$ cat src/rtl/context_scheduler_pkg.sv
// ---------------------------------------------------------------------------
// context_scheduler_pkg
// Shared definitions for the time-slice context scheduler: FSM state type,
// default address constants and the reset-PC helper for the saved-PC table.
// ---------------------------------------------------------------------------
package context_scheduler_pkg;

    typedef enum logic [1:0] {
        ST_IDLE    = 2'd0,
        ST_RUN     = 2'd1,
        ST_SWITCH  = 2'd2,
        ST_HANDLER = 2'd3
    } sched_state_e;

    localparam int PC_W         = 12;
    localparam int BOOT_ADDR    = 256;
    localparam int HANDLER_ADDR = 1083;

    // Reset PC of a slot before truncation to the PC width.
    function automatic int slot_boot_pc(input int boot, input int stride, input int slot);
        return boot + slot * stride;
    endfunction

endpackage

$ cat src/rtl/context_scheduler_if.sv
// ---------------------------------------------------------------------------
// context_scheduler_if
// Bundles the scheduler's control/status signals.
//   master : control side (drives sched_enable, quantum, proc_ready,
//            programCounter, HLT, handler_done; observes the rest)
//   slave  : the scheduler itself
// Outputs of the scheduler: jump_context_exchange, current_proc, next_proc,
// restore_pc, in_handler, switch_count.
// ---------------------------------------------------------------------------
interface context_scheduler_if #(
    parameter int NUM_PROCS = 4,
    parameter int PC_W      = context_scheduler_pkg::PC_W,
    parameter int Q_W       = 16
);
    localparam int IDX_W = $clog2(NUM_PROCS);

    logic                 sched_enable;
    logic [Q_W-1:0]       quantum;
    logic [NUM_PROCS-1:0] proc_ready;
    logic [PC_W-1:0]      programCounter;
    logic                 HLT;
    logic                 handler_done;
    logic                 jump_context_exchange;
    logic [IDX_W-1:0]     current_proc;
    logic [IDX_W-1:0]     next_proc;
    logic [PC_W-1:0]      restore_pc;
    logic                 in_handler;
    logic [15:0]          switch_count;

    modport master (
        output sched_enable, quantum, proc_ready, programCounter, HLT, handler_done,
        input  jump_context_exchange, current_proc, next_proc, restore_pc,
               in_handler, switch_count
    );

    modport slave (
        input  sched_enable, quantum, proc_ready, programCounter, HLT, handler_done,
        output jump_context_exchange, current_proc, next_proc, restore_pc,
               in_handler, switch_count
    );

endinterface

$ cat src/rtl/context_scheduler_rr_picker.sv
// ---------------------------------------------------------------------------
// rr_picker
// Combinational round-robin selector. Scans the slots after i_current,
// wrapping, and returns the first ready one. The current slot is never a
// candidate.
//   i_ready      ready mask, one bit per slot
//   i_current    running slot
//   o_winner     first ready slot after i_current (i_current if none)
//   o_any_other  1 when some slot other than i_current is ready
// ---------------------------------------------------------------------------
module rr_picker #(
    parameter  int NUM_PROCS = 4,
    localparam int IDX_W     = $clog2(NUM_PROCS)
) (
    input  logic [NUM_PROCS-1:0] i_ready,
    input  logic [IDX_W-1:0]     i_current,
    output logic [IDX_W-1:0]     o_winner,
    output logic                 o_any_other
);

    logic [IDX_W-1:0] w_idx;

    always_comb begin
        o_winner    = i_current;
        o_any_other = 1'b0;
        w_idx       = '0;
        for (int k = 1; k < NUM_PROCS; k++) begin
            w_idx = IDX_W'((int'(i_current) + k) % NUM_PROCS);
            if (!o_any_other && i_ready[w_idx]) begin
                o_winner    = w_idx;
                o_any_other = 1'b1;
            end
        end
    end

endmodule

$ cat src/rtl/context_scheduler.sv
// ---------------------------------------------------------------------------
// context_scheduler
// Time-slice scheduler beside the PC block. Counts a quantum while a process
// runs, pulses jump_context_exchange for one cycle to enter the kernel
// handler, saves the preempted PC and selects the next ready slot
// round-robin, exposing that slot's saved PC on restore_pc.
// Ports:
//   clock       rising-edge clock
//   resetCPU_n  asynchronous active-low reset
//   bus         context_scheduler_if.slave (all control/status signals)
// ---------------------------------------------------------------------------
module context_scheduler #(
    parameter int NUM_PROCS   = 4,
    parameter int PC_W        = context_scheduler_pkg::PC_W,
    parameter int Q_W         = 16,
    parameter int BOOT_ADDR   = context_scheduler_pkg::BOOT_ADDR,
    parameter int PROC_STRIDE = 64
) (
    input  logic               clock,
    input  logic               resetCPU_n,
    context_scheduler_if.slave bus
);
    import context_scheduler_pkg::*;

    localparam int IDX_W = $clog2(NUM_PROCS);

    sched_state_e     r_state, w_state_nxt;
    logic [Q_W-1:0]   r_count, w_count_nxt, w_limit;
    logic [IDX_W-1:0] r_current, r_next, w_winner;
    logic             w_any_other, w_expired;
    logic [PC_W-1:0]  r_saved_pc [NUM_PROCS];
    logic [PC_W-1:0]  r_restore_pc;
    logic [15:0]      r_switch_count;

    // A quantum of 0 behaves as 1, so the last counted value is max(q,1)-1.
    assign w_limit   = (bus.quantum == '0) ? '0 : bus.quantum - Q_W'(1);
    assign w_expired = (r_count >= w_limit) || !bus.proc_ready[r_current];

    rr_picker #(.NUM_PROCS(NUM_PROCS)) u_rr_picker (
        .i_ready     (bus.proc_ready),
        .i_current   (r_current),
        .o_winner    (w_winner),
        .o_any_other (w_any_other)
    );

    always_comb begin
        w_state_nxt = r_state;
        w_count_nxt = r_count;
        case (r_state)
            ST_IDLE: begin
                w_count_nxt = '0;
                if (bus.sched_enable) w_state_nxt = ST_RUN;
            end
            ST_RUN: begin
                if (!bus.sched_enable) begin
                    w_state_nxt = ST_IDLE;
                    w_count_nxt = '0;
                end else if (w_expired) begin
                    // With nobody else runnable the slice simply restarts.
                    if (w_any_other) w_state_nxt = ST_SWITCH;
                    else             w_count_nxt = '0;
                end else if (!bus.HLT) begin
                    w_count_nxt = r_count + Q_W'(1);
                end
            end
            ST_SWITCH: w_state_nxt = ST_HANDLER;
            ST_HANDLER: begin
                // No timeout: the PC block's long stall is absorbed here.
                if (bus.handler_done) begin
                    w_count_nxt = '0;
                    w_state_nxt = bus.sched_enable ? ST_RUN : ST_IDLE;
                end
            end
            default: w_state_nxt = ST_IDLE;
        endcase
    end

    always_ff @(posedge clock or negedge resetCPU_n) begin
        if (!resetCPU_n) begin
            r_state <= ST_IDLE;
            r_count <= '0;
        end else begin
            r_state <= w_state_nxt;
            r_count <= w_count_nxt;
        end
    end

    always_ff @(posedge clock or negedge resetCPU_n) begin
        if (!resetCPU_n) begin
            r_current      <= '0;
            r_next         <= '0;
            r_switch_count <= '0;
            r_restore_pc   <= PC_W'(BOOT_ADDR);
            for (int i = 0; i < NUM_PROCS; i++) begin
                r_saved_pc[i] <= PC_W'(slot_boot_pc(BOOT_ADDR, PROC_STRIDE, i));
            end
        end else begin
            // Registered lookup: follows next_proc with one cycle of latency.
            r_restore_pc <= r_saved_pc[r_next];
            if (r_state == ST_SWITCH) begin
                r_saved_pc[r_current] <= bus.programCounter;
                r_next                <= w_winner;
            end
            if (r_state == ST_HANDLER && bus.handler_done) begin
                r_current      <= r_next;
                r_switch_count <= r_switch_count + 16'd1;
            end
        end
    end

    assign bus.jump_context_exchange = (r_state == ST_SWITCH);
    assign bus.in_handler            = (r_state == ST_SWITCH) || (r_state == ST_HANDLER);
    assign bus.current_proc          = r_current;
    assign bus.next_proc             = r_next;
    assign bus.restore_pc            = r_restore_pc;
    assign bus.switch_count          = r_switch_count;

endmodule

$ cat src/flat_wrapper.sv
// flat-port wrapper written by rule: the top's interface ports become plain ports
module context_scheduler_flat import context_scheduler_pkg::*;
#(
    parameter int NUM_PROCS   = 4,
    parameter int PC_W        = context_scheduler_pkg::PC_W,
    parameter int Q_W         = 16,
    parameter int BOOT_ADDR   = context_scheduler_pkg::BOOT_ADDR,
    parameter int PROC_STRIDE = 64
)
  (clock, resetCPU_n, bus_sched_enable, bus_quantum, bus_proc_ready, bus_programCounter, bus_HLT, bus_handler_done, bus_jump_context_exchange, bus_current_proc, bus_next_proc, bus_restore_pc, bus_in_handler, bus_switch_count);
  context_scheduler_if #(.NUM_PROCS(NUM_PROCS), .PC_W(PC_W), .Q_W(Q_W)) bus_i ();
  input  logic clock;
  input  logic resetCPU_n;
  input wire logic [$bits(bus_i.sched_enable)-1:0] bus_sched_enable;
  input wire logic [$bits(bus_i.quantum)-1:0] bus_quantum;
  input wire logic [$bits(bus_i.proc_ready)-1:0] bus_proc_ready;
  input wire logic [$bits(bus_i.programCounter)-1:0] bus_programCounter;
  input wire logic [$bits(bus_i.HLT)-1:0] bus_HLT;
  input wire logic [$bits(bus_i.handler_done)-1:0] bus_handler_done;
  output wire logic [$bits(bus_i.jump_context_exchange)-1:0] bus_jump_context_exchange;
  output wire logic [$bits(bus_i.current_proc)-1:0] bus_current_proc;
  output wire logic [$bits(bus_i.next_proc)-1:0] bus_next_proc;
  output wire logic [$bits(bus_i.restore_pc)-1:0] bus_restore_pc;
  output wire logic [$bits(bus_i.in_handler)-1:0] bus_in_handler;
  output wire logic [$bits(bus_i.switch_count)-1:0] bus_switch_count;
  assign bus_i.sched_enable = bus_sched_enable;
  assign bus_i.quantum = bus_quantum;
  assign bus_i.proc_ready = bus_proc_ready;
  assign bus_i.programCounter = bus_programCounter;
  assign bus_i.HLT = bus_HLT;
  assign bus_i.handler_done = bus_handler_done;
  assign bus_jump_context_exchange = bus_i.jump_context_exchange;
  assign bus_current_proc = bus_i.current_proc;
  assign bus_next_proc = bus_i.next_proc;
  assign bus_restore_pc = bus_i.restore_pc;
  assign bus_in_handler = bus_i.in_handler;
  assign bus_switch_count = bus_i.switch_count;
  context_scheduler #(.NUM_PROCS(NUM_PROCS), .PC_W(PC_W), .Q_W(Q_W), .BOOT_ADDR(BOOT_ADDR), .PROC_STRIDE(PROC_STRIDE)) u_core (.clock(clock), .resetCPU_n(resetCPU_n), .bus(bus_i));
endmodule
$ cat config.mk
export PLATFORM = sky130hd
export DESIGN_NAME = context_scheduler_flat
export DESIGN_NICKNAME = d
export VERILOG_FILES = /design/src/rtl/context_scheduler_pkg.sv /design/src/rtl/context_scheduler_if.sv /design/src/rtl/context_scheduler_rr_picker.sv /design/src/rtl/context_scheduler.sv /design/src/flat_wrapper.sv
export SDC_FILE = /design/constraint.sdc
export NUM_CORES = 1
export LEC_CHECK = 0
export ABC_AREA = 1
export BUFFER_PORTS_ARGS = -buffer_cell sky130_fd_sc_hd__buf_2
export CAP_MARGIN = 15
export CORE_ASPECT_RATIO = 0.8
export CORE_MARGIN = 2
export CORE_UTILIZATION = 35
export DETAILED_ROUTE_END_ITERATION = 7
export GPL_ROUTABILITY_DRIVEN = 0
export MAX_ROUTING_LAYER = met4
export SLEW_MARGIN = 20
export SYNTH_ARGS = -nofsm -noshare
export SYNTH_HDL_FRONTEND = slang
export SYNTH_SLANG_ARGS = --single-unit
$ cat constraint.sdc
create_clock -name clock -period 2.2 [get_ports clock]
set_clock_uncertainty 0.1 [all_clocks]
set_input_delay 0.11 -clock clock [delete_from_list [all_inputs] [get_ports clock]]
set_output_delay 0.11 -clock clock [all_outputs]
set_load 0.02 [all_outputs]
### After elaboration in Yosys (flattened, before gate mapping)

Index checks and enable logic that the tools add are counted.

| storage, ports and cells | value |
|---|---|
| output and inout bits | 34 |
| logic and storage cells | 83 |
| register bits | 98 |

| cells by class | value |
|---|---|
| bitwise operators | 2 |
| order comparisons | 8 |
| add/sub/neg operators | 6 |
| reductions and logical operators | 14 |
| multiplexer cells | 34 |
| equality and inequality tests | 9 |

Operators by type and width:

| cell | count |
|---|---|
| $mux W16 | 6 |
| $bwmux W48 | 1 |
| $pmux W16 S3 | 1 |
| $mux W12 | 3 |
| $add A16 B1 Y16 const B | 2 |
| $bmux W12 S2 | 1 |
| $demux W12 S2 | 1 |
| $ge A16 B16 Y1 | 1 |
| $logic_not A16 Y1 | 1 |
| $mux W2 | 8 |
| $sub A16 B1 Y16 const B | 1 |
| $lt A2 B3 Y1 const B | 4 |
| $bmux W1 S2 | 4 |
| $mux W1 | 8 |
| $pmux W2 S4 | 1 |
| $reduce_and A4 Y1 | 2 |
| $ge A3 B3 Y1 const B | 2 |
| $not A2 Y3 | 2 |
| $add A2 B2 Y2 const B | 2 |
| $eq A2 B2 Y1 const B | 2 |
| $logic_and A1 B1 Y1 | 4 |
| $ne A2 B2 Y1 const B | 2 |
| $ne A4 B3 Y1 const B | 1 |
| $ne A4 B4 Y1 const B | 1 |
| 9 further kinds | 12 |

### Depth between registers and ports, before layout

| depth | value |
|---|---|
| depth in word-level cells | 14 |
| depth in mapped cells | 22 |
| gate-level depth less buffers | 22 |

### Modules after synthesis

From an unflattened synthesis, not the netlist that was laid out.

| second synthesis, totals | value |
|---|---|
| cell total of the unflattened synthesis | 720 |
| area total of the unflattened synthesis | 5634.2 um^2 |

By module, submodules not included:

| module | instances | sequential area each (um^2) | cells an instance | area each (um^2) |
|---|---|---|---|---|
| context_scheduler | 1 | 2463.6 | 671 | 5350.1 |
| rr_picker | 1 | 0.0 | 49 | 284.0 |

### Worst setup path after synthesis

OpenSTA, ideal clock, no wires.

| timing path | value |
|---|---|
| path type | input-to-reg |
| start | in bus_quantum[1] |
| end | reg u_core.r_count[6] |
| required time | 1983 ps |
| stages | 18 |
| data arrival time | 2377 ps |
| path slack | -395 ps |
| cell sequence | or2_2 -> nor2_1 -> nand4_1 -> nor3_1 -> xor2_1 -> nand2_1 -> ha_1 -> nand2_1 -> nand2_1 -> a21oi_1 -> nand2_2 -> nor2_4 -> nand2_1 -> nand3_4 -> nand3_4 -> buf_6 -> nand2_1 -> nand2_1 |

| on the way | value |
|---|---|
| cells in the longest elaborated chain, start to end | 7 |
| elaborated cells between the ends (all ways) | 11 |
| classes of those cells | 1 x add/sub; 1 x order compare; 2 x eq/ne; 4 x mux; 3 x reduce/logical |

Ends and longest elaborated chain:

| what | RTL line | text |
|---|---|---|
| start: declaration | flat_wrapper.sv:15 | `input wire logic [$bits(bus_i.quantum)-1:0] bus_quantum;` |
| $sub A16 B1 Y16 or $logic_not A16 Y1 (tied branches) | context_scheduler.sv:36 | `assign w_limit = (bus.quantum == '0) ? '0 : bus.quantum - Q_W'(1);` |
| $mux W16 * | context_scheduler.sv:36 |  |
| $ge A16 B16 Y1 * | context_scheduler.sv:37 | `assign w_expired = (r_count >= w_limit) \|\| !bus.proc_ready[r_current];` |
| $logic_or A1 B1 Y1 * | context_scheduler.sv:37 |  |
| $mux W16 | context_scheduler.sv:58 | `end else if (w_expired) begin` |
| $mux W16 | context_scheduler.sv:55 | `if (!bus.sched_enable) begin` |
| $pmux W16 S3 | context_scheduler.sv:49 | `case (r_state)` |
| end signal: assignment | context_scheduler.sv:84 | `r_count <= w_count_nxt;` |
| end: declaration | context_scheduler.sv:28 | `logic [Q_W-1:0] r_count, w_count_nxt, w_limit;` |

Every way passes the cells marked *; elsewhere a longest branch is shown, timed or not.
A chain may end at the register's enable or synchronous reset.

### Worst setup path after layout

| timing path | value |
|---|---|
| start | in bus_quantum[3] |
| end | reg u_core.r_count[8] |

The elaborated chain is that of the path after synthesis.

==> impl_results.md <==
- Minimum hold slack: 8.131 ps
- Die area: between 15000 and 20000 um2
- Setup violators final: 16
- Status: finished, violations left
- CTS tree: yes
- Worst slew pin tran: roughly 930 ps
- Overall routing resource usage: around 17%
- Multi-input gate area: 2869 um2
- Clock buffer depth: 2
- Clock Root Buffer: clkbuf_16
- Design Area, Final: 7272 um2
- DP Cell Count: 1006
- Failing checks: setup timing
- Final core utilization: 46.63%
- First-pass GRT wire length: 21770 um
- DRC: 0
- Die W: approximately 140 um
- Sw Ratio: about two fifths
- Initial Util: about 35%
- IO buf count: 70
- Area added between synthesis and finish: 31.64%
- Worst EP arrival: 2580 ps
- Max frequency: 417.3 MHz
- WL final: approximately 13000 um
- Final worst slack: -196.4 ps
- IR drop worst, VDD: between 0.4 and 0.5 mV
- TritonRoute pass-1 iters: 5
- Vias in the first global route: about 4400
- Syn nets: ~750
- Power share of the clock group: about 23%
- Wire per inst: between 10 and 15 um
- Cells after synthesis: just under 700
- LEAKAGE: ~3.6 nW
- Mapped Area: about 5500 um2
- Slew HR: roughly 37%
- H-Tree Depth: 3
- Most common cell after layout, fill and taps aside: nand2_1
- Synth Register Bits: between 90 and 100
- Fillers: roughly 1600
- Detailed-route via count: 4866
- Nets: 886
- Max Cap Viol: 0
- Sequential share of the synthesized area: approximately 45%
- Register clock-pin slew on the reported worst setup and hold paths: approximately 70 ps
- DP Wirelength: ~9000 um
- Placement-stage cell area: about 6500 um2
- Die Ht: 116.4 um
- Max FO, Critical Path: 7
- Critical path class: in -> reg
- Antenna Cells: 0
- Fin. max-slew vios: 0
- Post-Syn Area per Cell: approximately 8.1 um2
- Seq pwr share: 37.6%
- Row cnt: between 40 and 50
- Final hold violation count: 0
- Total global routing overflow: 0
- Most frequent cells in the layout: 167 x nand2_1, 89 x dfrtp_1, 81 x o21ai_0
- Ys Warns: 0
- Critical Path End Type: flop
- Via density: roughly 4.7
- Hold WC Path Type: in -> reg
- Routed Antenna Nets: 0
- Top Ports: between 70 and 80
- CP required: between 2000 and 2500 ps
- Net switching power: 2.951 mW
- Final worst-path cycle share: 108.9%
- Initial antenna violation count: 0
- Final std cells w/o fill: roughly 1000
- Post-synthesis cell type count: 36
- P_int: between 4 and 5 mW
- # clock sinks: 98
- Share of cells above drive strength 1: 27.95%
- PD cells: between 1000 and 1500 nW/um2
- CP Launch Type: primary input
- Clock insertion delay at the later pin of the skew report: approximately 340 ps
- Fin crit period: approximately 2400 ps
- Core area: between 15000 and 20000 um2
- Total negative slack: -2500 ps
- Sequential cell area: 2464 um2
- Largest net degree at the start of global routing: 38
- RSZ-0062 raised after global routing: true
- Logic gate share of total power: roughly two fifths
- DR iter-0 viols: 279
- Clock buffer count from CTS: 9
-- kinds of logic after synthesis --
group / count (synthesis) / share of synthesized area, %
adder cells (fa/ha/maj): 24 / 5.436
multiplexers: 1 / 0.2038
flip-flops: 98 / 44.60
XOR/XNOR: 33 / 5.232
AND/OR/NAND/NOR: 331 / 27.86
AO/OA/AOI/OAI: 106 / 9.989
buffers and inverters: 91 / 6.682
-- final timing paths --
path | start | to | slack, ps | depth (start not counted)
worst max-delay path | bus_quantum[3] | u_core.r_count[8]$_DFFE_PN0P_ | -200 | 20
worst min-delay path | bus_programCounter[10] | u_core.r_saved_pc[46]$_DFFE_PN0P_ | 8 | 3
worst max register to register | u_core.r_state[0]$_DFFE_PN0P_ | u_core.r_count[3]$_DFFE_PN0P_ | 120 | 7
worst min register to register | u_core.bus.switch_count[15]$_DFFE_PN0P_ | u_core.bus.switch_count[15]$_DFFE_PN0P_ | 380 | 1
max in group asynchronous | resetCPU_n | u_core.r_saved_pc[7]$_DFFE_PN1P_ | 1180 | 3
min in group asynchronous | resetCPU_n | u_core.r_saved_pc[42]$_DFFE_PN0P_ | 160 | 2
-- critical path, stage by stage --
cell	delay [ps]
buf_8	100
or2_4	250
nor2_2	100
nand4_1	180
inv_1	130
nand4_1	100
xor2_1	160
nand2_1	110
ha_4	230
nand2_2	60
inv_2	40
a21oi_2	130
nand2_2	70
nor2_4	130
buf_4	140
nand3_4	100
buf_6	170
nor2_1	120
nand3_2	80
nand2_1	60
-- final cells by class --
| class | count | share of cell area (%) |
|---|---|---|
| Clock buffer | 9 | 3.097 |
| Clock inverter | 7 | 1.600 |
| Inverter | 69 | 3.596 |
| Timing Repair Buffer | 151 | 14.68 |
| Multi-Input combinational cell | 496 | 39.45 |
| Tap cell | 215 | 3.699 |
| Sequential cell | 98 | 33.88 |
-- Yosys cell counts, drive strengths merged --
master | instances | area, um2
a21oi | 8 | 40.04
nor3 | 5 | 41.29
nor4 | 1 | 21.27
or2 | 5 | 31.28
o22ai | 13 | 81.33
buf | 6 | 47.54
ha | 24 | 300.3
xnor2 | 13 | 113.9
dfrtp | 89 | 2227
inv | 69 | 261.5
nand4 | 14 | 102.6
nor2 | 81 | 357.8
xor2 | 20 | 175.2
mux2 | 1 | 11.26
o21ai | 83 | 415.4
nand3 | 46 | 287.8
nand2 | 178 | 690.7
dfstp | 9 | 236.5
and2 | 1 | 6.260
clkbuf | 16 | 60.06
o211ai | 2 | 15.01
-- registers in the layout (all words and copies together), names as in the netlist, named ones only --
name / cells
u_core.bus.current_proc: 2
u_core.bus.next_proc: 2
u_core.bus.restore_pc: 12
u_core.bus.switch_count: 16
u_core.r_count: 16
u_core.r_saved_pc: 48
u_core.r_state: 1
-- power by group through the flow --
stage               Combinational [mW]  Sequential [mW]  Clock (mW)
global placement                  2.83             2.92           0
detailed placement                2.86             2.93           0
CTS                               3.04             2.92        1.83
finish                            3.04             2.92        1.79
global route                      3.44             3.00        1.91
floorplan                         1.77             3.09           0
-- per-stage QoR --
step	power (mW)	worst slack (ps)
finish	7.751	-196.4
global route	8.347	-388.3
CTS	7.795	-146.9
detailed placement	5.792	-628.3
global placement	5.751	-621.9
floorplan	4.868	-302.6
-- repair_timing --
item,4_1_cts,5_1_grt
hold endpoints to repair,92,0
resized for setup,21,21
pin swaps,10,12
hold buffers,12,0
cloned,3,0
endpoints found under the setup margin,18,18
buffers inserted,5,3
-- routing by layer --
metal	vias up	track usage (%)	share of wire, %
li1	2495	-	-
met1	2260	25.30	52
met2	96	23.57	43
met3	15	3.239	4.3
met4	0	5.049	1.5
met5	-	-	0
No activity file was read; power rests on OpenSTA's default activity.
